$ cat src/rtl/core_dma_signals.sv
// Shared types and default addresses for the core DMA engine.
package core_dma_signals;

  localparam logic [15:0] DMA_TRIGGER_ADDR = 16'h4014;
  localparam logic [15:0] DMA_TARGET_ADDR  = 16'h2004;

  typedef enum logic [2:0] {
    ST_IDLE  = 3'd0,
    ST_HALT  = 3'd1,
    ST_ALIGN = 3'd2,
    ST_READ  = 3'd3,
    ST_WRITE = 3'd4
  } dma_state_t;

endpackage

$ cat src/rtl/core_dma.sv
// Page-copy DMA: freezes the core, then streams 256 bytes of one page
// to a fixed target address as alternating read/write bus cycles.
module core_dma
  import core_dma_signals::*;
#(
  parameter logic [15:0] TRIGGER_ADDR = DMA_TRIGGER_ADDR,
  parameter logic [15:0] TARGET_ADDR  = DMA_TARGET_ADDR
) (
  input  logic        I_clock,
  input  logic        I_reset,
  input  logic        I_cycle_end,
  input  logic [15:0] I_core_addr,
  input  logic [7:0]  I_core_wr_data,
  input  logic        I_core_rdwr,
  output logic        O_core_ready,
  input  logic [7:0]  I_rd_data,
  output logic [15:0] O_addr,
  output logic [7:0]  O_wr_data,
  output logic        O_rdwr,
  output logic        O_busy
);

  dma_state_t  r_state;
  logic        r_parity;
  logic [7:0]  r_page;
  logic [7:0]  r_index;
  logic [7:0]  r_data;

  dma_state_t  w_state_next;
  logic [7:0]  w_page_next;
  logic [7:0]  w_index_next;
  logic [7:0]  w_data_next;
  logic        w_trigger;

  assign w_trigger = (I_core_addr == TRIGGER_ADDR) && !I_core_rdwr;

  always_ff @(posedge I_clock or posedge I_reset) begin
    if (I_reset) begin
      r_state  <= ST_IDLE;
      r_parity <= 1'b0;
      r_page   <= 8'h00;
      r_index  <= 8'h00;
      r_data   <= 8'h00;
    end else if (I_cycle_end) begin
      r_state  <= w_state_next;
      r_parity <= ~r_parity;
      r_page   <= w_page_next;
      r_index  <= w_index_next;
      r_data   <= w_data_next;
    end
  end

  always_comb begin
    w_state_next = r_state;
    w_page_next  = r_page;
    w_index_next = r_index;
    w_data_next  = r_data;
    O_addr       = I_core_addr;
    O_wr_data    = I_core_wr_data;
    O_rdwr       = I_core_rdwr;

    case (r_state)
      ST_IDLE: begin
        if (w_trigger) begin
          w_state_next = ST_HALT;
          w_page_next  = I_core_wr_data;
          w_index_next = 8'h00;
        end
      end
      ST_HALT: begin
        // Frozen core cycle is turned into a dummy read so its write never lands twice.
        O_rdwr       = 1'b1;
        w_state_next = r_parity ? ST_READ : ST_ALIGN;
      end
      ST_ALIGN: begin
        O_rdwr       = 1'b1;
        w_state_next = ST_READ;
      end
      ST_READ: begin
        O_addr       = {r_page, r_index};
        O_rdwr       = 1'b1;
        w_data_next  = I_rd_data;
        w_state_next = ST_WRITE;
      end
      ST_WRITE: begin
        O_addr       = TARGET_ADDR;
        O_wr_data    = r_data;
        O_rdwr       = 1'b0;
        w_index_next = r_index + 8'h01;
        w_state_next = (r_index == 8'hFF) ? ST_IDLE : ST_READ;
      end
      default: begin
        w_state_next = ST_IDLE;
      end
    endcase
  end

  assign O_core_ready = (r_state == ST_IDLE);
  assign O_busy       = (r_state != ST_IDLE);

endmodule

$ cat config.mk
export PLATFORM = sky130hd
export DESIGN_NAME = core_dma
export DESIGN_NICKNAME = d
export VERILOG_FILES = /design/src/rtl/core_dma_signals.sv /design/src/rtl/core_dma.sv
export SDC_FILE = /design/constraint.sdc
export NUM_CORES = 1
export LEC_CHECK = 0
export BUFFER_PORTS_ARGS = -buffer_cell sky130_fd_sc_hd__buf_2
export CORE_ASPECT_RATIO = 0.5
export CORE_MARGIN = 2
export CORE_UTILIZATION = 40
export CTS_CLUSTER_DIAMETER = 40
export DETAILED_ROUTE_END_ITERATION = 8
export PLACE_DENSITY = 0.67
export SLEW_MARGIN = 30
export SYNTH_ARGS = -nofsm -noshare
export SYNTH_HDL_FRONTEND = slang
export SYNTH_SLANG_ARGS = --single-unit
$ cat constraint.sdc
create_clock -name I_clock -period 2 [get_ports I_clock]
set_input_delay 0.1 -clock I_clock [delete_from_list [all_inputs] [get_ports I_clock]]
set_output_delay 0.1 -clock I_clock [all_outputs]
set_load 0.005 [all_outputs]
==> results.cfg, run 1 <==
[cells_and_area]
area_growth_pct = 26.54
n_fill_cell = 363
final_nets = 254
n_antenna_cell = 0
final_cell_mix = 62 x buf_2, 28 x dfrtp_1, 22 x mux2_2
final_area_um2 = 2106
final_cells = 270
drive_gt1_share_pct = 47.69
final_common_cell = buf_2
final_core_util_pct = 53.39

[synth]
synth-main-ff-cell = dfrtp_1
synth-seq-cells = 28
async_flop_share_pct = 100.0
seq_area_frac_synth_pct = 42.11
synthTopCellsByArea = dfrtp_1 42%, mux2_2 15%, a22o_1 7.4%
synth_edf_count = 0
postSynthCellCount = 154
avgSynthCellArea_um2 = 10.81
yosys.area.top_type_share_pct = 42.11
synth_cell_types = 39
syn-cell-area_um2 = 1664
synthesis.nets = 191
yosys.area.top_type = dfrtp_1
ys_warn_count = 0

[global_route]
antenna_found_initial = 0
track_usage_pct = 17.03
grt.overflow.total = 0
grt_pass1_vias = 1344
grt_pass1_wl_um = 6354
grt_max_degree = 23

[timing]
setup_slack_ps = 114.0
finalSetupViolCount = 0
final.min_clock_period_ps = 1886
fin_skew_ps = 6.572
fin_setup_tns_ps = 0
rsz0062_at_grt = yes
hold_ws_ps = 45.36
slew_violations = 0
finalHoldViolCount = 0
fmax_ghz = 0.5302
tightest_slew_ps = 610.1
min_period_over_period_pct = 94.30
max_slew_margin_pct = 59.32

[clock_tree]
worstSkewPairLatency_ps = 280
numCtsBuffers = 3
clkTransAtPathRegs_ps = 100
cts-root-buf = clkbuf_8
htree_levels = 1
cts_max_path_buffers = 2
cts_tree = built
clock_sinks = 28

[detailed_routing]
routed_wl_um = 3948
antenna_left = 0
drt_pre_antenna_iters = 4
drc_errors = 0
drtIter0Drc = 34
detail_route.wl_per_cell_um = 14.62
vias = 1427
via_per_inst = 5.285

[worst_setup_path]
path_max_fanout = 10
worst-endpoint-arrival_ps = 1790
crit_start = r_state[2]
ff2ff_path_depth = 4
r2r_slack_ps = 140
crit_path_end = O_wr_data[1]
critPathCaptureType = primary output
start_kind = flip-flop
cp.required_ps = 1900
crit_type = reg -> out
reg2reg_to = r_page[1]
regToRegStartpoint = r_state[0]

[floorplan]
start_util_pct = 42.20
num_rows = 16
ios = 63
die_area_um2 = 4724
core_region_area_um2 = 3944
die_w_um = 95.22
die_y_um = 49.61

[hold_path]
hold_class = in -> reg
hold_depth = 2
min-delay-start = I_rd_data[6]

[power_and_ir_drop]
vdd_drop_max_uv = 383.3
leakage_nw = 1.068
p_per_area_nw_per_um2 = 1114
fin_total_pwr_mw = 2.346

[status]
outcome = completed

[placed_design]
hpwl_um = 3024
routabilityCongestion = 0.7662
io_buffers = 62
dp_cells = 265
pre_cts_slack_ps = 144.4
post_dp_cell_area_um2 = 2016

[job]
maxCapViolations = 0
sequential cells by signal (all words and copies together), names as in the netlist:
name      flops
r_index       8
r_parity      1
r_state       3
r_page        8
r_data        8
layout make-up:
class | instances | area (um^2) | area share, %
inverters | 7 | 26.28 | 1.248
multi-input cells | 109 | 882.1 | 41.89
repair buffers | 68 | 357.8 | 16.99
clock inverters | 1 | 30.03 | 1.426
clock buffers | 3 | 41.29 | 1.961
flip-flops and latches | 28 | 700.7 | 33.27
well taps | 54 | 67.56 | 3.209
Yosys cell counts, types with 2 or more instances:
cell type,number
dfrtp_1,28
or4_1,2
o21ai_0,8
buf_6,3
o211ai_1,5
a22o_1,14
nor2_1,5
inv_1,7
nor2b_1,2
mux2_2,22
a21oi_1,3
nand3_1,4
mux2i_1,2
or3_1,2
o22a_1,2
xor2_1,2
clkbuf_1,4
mux2_4,2
buf_2,2
nand2_1,16
worst min path at each step:
stage	endpoint	slack, ps
final	r_data[6]	50
after CTS	r_data[6]	40
after floorplan	r_data[0]	170
after global routing	r_data[7]	40
after detailed placement	r_data[6]	40
after global placement	r_data[5]	30
per-layer routing:
metal  part of all wire, %  GRT usage [%]  up-vias
li1                      -              -      692
met1                    46          23.08      697
met2                    50          28.87       38
met5                     0              0        -
met4                     0          2.899        0
met3                   4.2          3.211        0
what timing repair did:
action,4_1_cts,5_1_grt
hold buffers,1,0
endpoints found under the setup margin,14,16
pin swaps,0,1
gates resized for setup,2,1
buffers inserted,0,0
endpoints found under the hold margin,6,0
power by group:
group	internal, mW	leakage (nW)	switching, mW
sequential	0.720	0.361	0.173
combinational	0.516	0.672	0.485
clock	0.268	0.0357	0.183
logic make-up after synthesis:
| logic type | after synthesis | share of synthesized area (%) |
|---|---|---|
| XOR/XNOR | 2 | 1.053 |
| buffers and inverters | 17 | 5.413 |
| flip-flops | 28 | 42.11 |
| multiplexers | 26 | 17.90 |
| adder cells (fa/ha/maj) | 1 | 0.7518 |
| AND/OR/NAND/NOR | 43 | 16.39 |
| AO/OA/AOI/OAI | 37 | 16.39 |
worst max-delay path: stages, from the launching register on:
cell and delay, ps:
dfrtp_1 550, or3b_4 530, mux2_2 300, buf_2 130
(Power assumes the default switching activity.)
==> inputs of run 2 (changes only) <==
- ABC_AREA: default -> 1
==> run 2 against run 1 <==
Against the previous run:
- design area increased by 4.3%
- cell count increased by 27%
- utilization decreased by 2.5 points
- total power decreased by 1.5%
- combinational power about the same
- sequential power decreased by 5.5%
- worst hold slack got worse by 2.6 ps
- clock skew decreased by 2.9 ps
- worst setup slack improved by 100 ps
- routed wire length increased by 2.4%
- register-to-register slack improved by 140 ps
- sequential share of layout area decreased by 1.4 points
==> results.cfg, run 2 <==
[clock_tree]
clkTransAtPathRegs_ps = 100
cts-root-buf = clkbuf_8
htree_levels = 1
clock_sinks = 28
numCtsBuffers = 3
worstSkewPairLatency_ps = 280
cts_tree = built
cts_max_path_buffers = 2
postCtsSetupBuffers = 0

[power_and_ir_drop]
vdd_drop_max_uv = 384.3
leakage_nw = 1.244
fin_total_pwr_mw = 2.310
p_per_area_nw_per_um2 = 1052

[timing]
fmax_ghz = 0.5608
finalSetupViolCount = 0
fin_skew_ps = 3.652
hold_ws_ps = 42.81
finalHoldViolCount = 0
max_slew_margin_pct = 70.78
setup_slack_ps = 216.8
min_period_over_period_pct = 89.16
rsz0062_at_grt = no
final.min_clock_period_ps = 1783
slew_violations = 0
fin_setup_tns_ps = 0
tightest_slew_ps = 437.4

[synth]
async_flop_share_pct = 100.0
syn-cell-area_um2 = 1764
synth_cell_types = 26
ys_warn_count = 0
ys_top_cells_by_count = 59 x nand2_1, 32 x inv_1, 28 x dfrtp_1, 19 x o21ai_0, 18 x nor2_1
synthesis.nets = 260
yosys.area.top_type_share_pct = 39.72
synth-main-ff-cell = dfrtp_1
yosys.area.top_type = dfrtp_1
avgSynthCellArea_um2 = 7.911
seq_area_frac_synth_pct = 39.72
synth_edf_count = 0
yosysMostFrequentCell = nand2_1
postSynthCellCount = 223
synth-seq-cells = 28
synthTopCellsByArea = dfrtp_1 40%, nand2_1 13%, inv_1 6.8%

[cells_and_area]
final_common_cell = buf_2
n_antenna_cell = 0
drive_gt1_share_pct = 33.92
final_area_um2 = 2196
final_cell_mix = 62 x buf_2, 59 x nand2_1, 32 x inv_1
reg_top3 = r_data (8), r_index (8), r_page (8)
area_growth_pct = 24.47
final_nets = 324
n_fill_cell = 429

[floorplan]
die_area_um2 = 4990
num_rows = 17
die_y_um = 50.96
core_region_area_um2 = 4318
die_w_um = 97.92
ios = 63
start_util_pct = 40.86

[placed_design]
post_dp_cell_area_um2 = 2107
hpwl_um = 3101
routabilityCongestion = 0.8809
io_buffers = 62
pre_cts_slack_ps = 188.3

[worst_setup_path]
worstPathBufferInverterCount = 3
start_kind = flip-flop
path_max_fanout = 10
cp.required_ps = 1900
critPathCaptureType = primary output
worst-endpoint-arrival_ps = 1680
cp_slowest_cell = dfrtp_1
crit_chain = nand2_2 > nor2_2 > buf_4 > inv_1 > o21ai_0 > buf_2
crit_type = reg -> out
max_stage_delay_ps = 430
critical-path-top-delay-family = buffers and inverters

[detailed_routing]
drtIter0Drc = 68
drt_pre_antenna_iters = 4
via_per_inst = 4.813
vias = 1651
detail_route.wl_per_cell_um = 11.79
antenna_left = 0
drc_errors = 0
routed_wl_um = 4044

[status]
outcome = completed

[global_route]
grt_pass1_vias = 1559
antenna_found_initial = 0
grt_max_degree = 29
grt.overflow.total = 0
track_usage_pct = 16.92
grt_pass1_wl_um = 6755

[job]
maxCapViolations = 0

[hold_path]
hold_class = in -> reg
## run 2: cell count changes in the layout (fill, tap and decap cells not counted), sizes merged, moves of 9 or more
cell	before	now
nor2	6	22
nand3	4	16
o21ai	8	27
mux2	24	8
nand2	16	64
a22o	14	5
inv	7	33
## run 2: area by class of cell
type / count / area, um^2 / share of cell area (%)
multi-input combinational: 155 / 885.9 / 40.34
timing repair buffer: 66 / 342.8 / 15.61
sequential: 28 / 700.7 / 31.91
inverter: 33 / 123.9 / 5.641
clock buffer: 3 / 41.29 / 1.880
clock inverter: 1 / 30.03 / 1.368
tap: 57 / 71.32 / 3.248
## run 2: kinds of logic after synthesis
kind of cell | count (synthesis) | share of synthesized area, %
XOR/XNOR | 1 | 0.4965
buffers and inverters | 40 | 10.50
AND/OR/NAND/NOR | 107 | 27.52
adder cells (fa/ha/maj) | 1 | 0.7091
AO/OA/AOI/OAI | 38 | 14.26
multiplexers | 8 | 6.809
flip-flops | 28 | 39.72
## run 2: power breakdown
| part | internal, mW | leakage, nW | switching [mW] |
|---|---|---|---|
| Clock | 0.268 | 0.0357 | 0.181 |
| Combinational | 0.484 | 0.847 | 0.533 |
| Sequential | 0.716 | 0.361 | 0.128 |
| Total | 1.47 | 1.24 | 0.841 |
## run 2: what timing repair did
action	CTS	global route
gates cloned	0	0
endpoints found under the hold margin	28	0
endpoints found under the setup margin	4	4
gates resized for setup	1	1
hold buffers	1	0
## run 2: per-layer routing
layer	vias up	share of wire, %	track usage (%)
met3	2	3.4	3.420
met1	778	46	20.74
met2	29	50	30.71
li1	842	-	-
met4	0	0.67	5.093
met5	-	0	0
## run 2: worst paths after layout
kind	slack [ps]	end	cells after the start	from
max	220	O_addr[4]	6	r_state[0]
min	40	r_data[4]	2	I_rd_data[4]
max reg2reg	280	r_index[3]	8	r_state[0]
min reg2reg	490	r_page[7]	2	r_page[7]
max in group asynchronous	1320	r_parity	4	I_reset
min in group asynchronous	420	r_data[3]	4	I_reset
## run 2: through the flow
step	instances	utilization (%)
global route	343	50.85
global placement	338	48.80
detailed placement	338	48.80
finish	343	50.85
CTS	343	50.74
floorplan	223	-
==> inputs of run 3 (changes only) <==
- SETUP_SLACK_MARGIN: default -> 0.5
==> run 3 against run 2 <==
Against the previous run:
- first-iteration DRC count grew 71%
- design area up 15%
- register-to-register slack better by 70 ps
- non-clock buffer count up 17
- highest routed layer unchanged
- largest power group unchanged
- count of clock-buffer cells in the layout stayed put
- routed wire length grew 21%
==> results.cfg, run 3 (synthesis gave the netlist of run 2 again) <==
[status]
outcome = completed

[worst_setup_path]
start_kind = flip-flop
path_max_fanout = 5
critPathCaptureType = primary output
crit_type = reg -> out
worst-endpoint-arrival_ps = 1560
ff2ff_path_depth = 7
cp.required_ps = 1900

[placed_design]
io_buffers = 62
routabilityCongestion = 0.8809
post_dp_cell_area_um2 = 2107
hpwl_um = 3101
pre_cts_slack_ps = 188.3

[timing]
hold_ws_ps = 41.30
slew_violations = 0
setup_slack_ps = 337.8
min_period_over_period_pct = 83.11
tightest_slew_ps = 608.5
final.min_clock_period_ps = 1662
finalSetupViolCount = 0
fin_setup_tns_ps = 0
rsz0062_at_grt = yes
finalHoldViolCount = 0
fin_skew_ps = 5.678
max_slew_margin_pct = 59.28
fmax_ghz = 0.6016

[global_route]
grt_max_degree = 29
track_usage_pct = 19.68
grt.overflow.total = 0
antenna_found_initial = 0
grt_pass1_vias = 1687
grt_pass1_wl_um = 7728

[hold_path]
hold_depth = 2
hold_class = in -> reg

[floorplan]
die_w_um = 97.92
die_y_um = 50.96
core_region_area_um2 = 4318
start_util_pct = 40.86
num_rows = 17
ios = 63
die_area_um2 = 4990

[clock_tree]
numCtsBuffers = 3
clkTransAtPathRegs_ps = 100
cts_max_path_buffers = 2
cts-root-buf = clkbuf_8
cts_tree = built
worstSkewPairLatency_ps = 280
clock_sinks = 28
htree_levels = 1

[cells_and_area]
final_cell_mix = 62 x buf_2, 49 x nand2_1, 28 x inv_1
n_antenna_cell = 0
final_common_cell = buf_2
drive_gt1_share_pct = 45.57
final_area_um2 = 2524
n_fill_cell = 375
area_growth_pct = 43.05
final_nets = 343
reg_top3 = r_data (8), r_index (8), r_page (8)

[power_and_ir_drop]
leakage_nw = 1.386
p_per_area_nw_per_um2 = 1070
vdd_drop_max_uv = 425.4
fin_total_pwr_mw = 2.702

[detailed_routing]
routed_wl_um = 4903
vias = 1813
detail_route.wl_per_cell_um = 13.54
via_per_inst = 5.008
drtIter0Drc = 116
drc_errors = 0
antenna_left = 0
drt_pre_antenna_iters = 4

[job]
maxCapViolations = 0
## run 3: changes by cell type in the layout (fill, tap and decap cells not counted), sizes merged
| cell | change |
|---|---|
| clkinvlp | +1 |
| nand4 | +2 |
| inv | -1 |
| buf | +17 |
## run 3: worst paths after layout
path,slack [ps],start,to
max,340,r_state[0],O_addr[11]
min,40,I_rd_data[4],r_data[4]
max reg2reg,350,r_state[0],r_index[3]
min reg2reg,480,r_parity,r_parity
max in group asynchronous,1300,I_reset,r_state[1]
min in group asynchronous,410,I_reset,r_state[2]
## run 3: critical path: stages, from the launching register on
cell	delay [ps]
dfrtp_1	440
inv_2	90
nand2_2	60
nor2_4	170
nor2_4	70
buf_4	150
a22o_1	180
buf_2	120
## run 3: layout make-up
class	count	area [um^2]	area share [%]
Clock inverter	1	30.03	1.190
Timing Repair Buffer	83	534.3	21.17
Inverter	33	130.1	5.156
Sequential cell	28	701.9	27.81
Clock buffer	3	41.29	1.636
Multi-Input combinational cell	157	1015	40.21
Tap cell	57	71.32	2.826
## run 3: per-layer routing
| metal | vias up | track usage, % | routed length [um] |
|---|---|---|---|
| met4 | 0 | 4.630 | 42 |
| met2 | 59 | 36.42 | 2518 |
| met3 | 5 | 3.557 | 264 |
| met1 | 858 | 24.32 | 2078 |
| met5 | - | 0 | 0 |
| li1 | 891 | - | - |
## run 3: power by group
group	total [mW]	leakage [nW]	switching [mW]	internal, mW
Combinational	1.40	0.991	0.685	0.711
Sequential	0.854	0.360	0.136	0.718
Clock	0.452	0.0357	0.183	0.268
Total	2.70	1.39	1.00	1.70
## run 3: repair_timing
action	in CTS	in global routing
pin swaps	7	9
gates cloned	3	0
hold endpoints to repair	28	0
setup endpoints to repair	43	45
gates resized for setup	20	27
hold buffers	1	0
setup buffers	14	2
## run 3: through the flow
step / utilization, % / std cells
2_1_floorplan: - / 223
3_3_place_gp: 48.80 / 338
3_5_place_dp: 48.80 / 338
4_1_cts: 56.48 / 360
5_1_grt: 58.45 / 362
6_report: 58.45 / 362
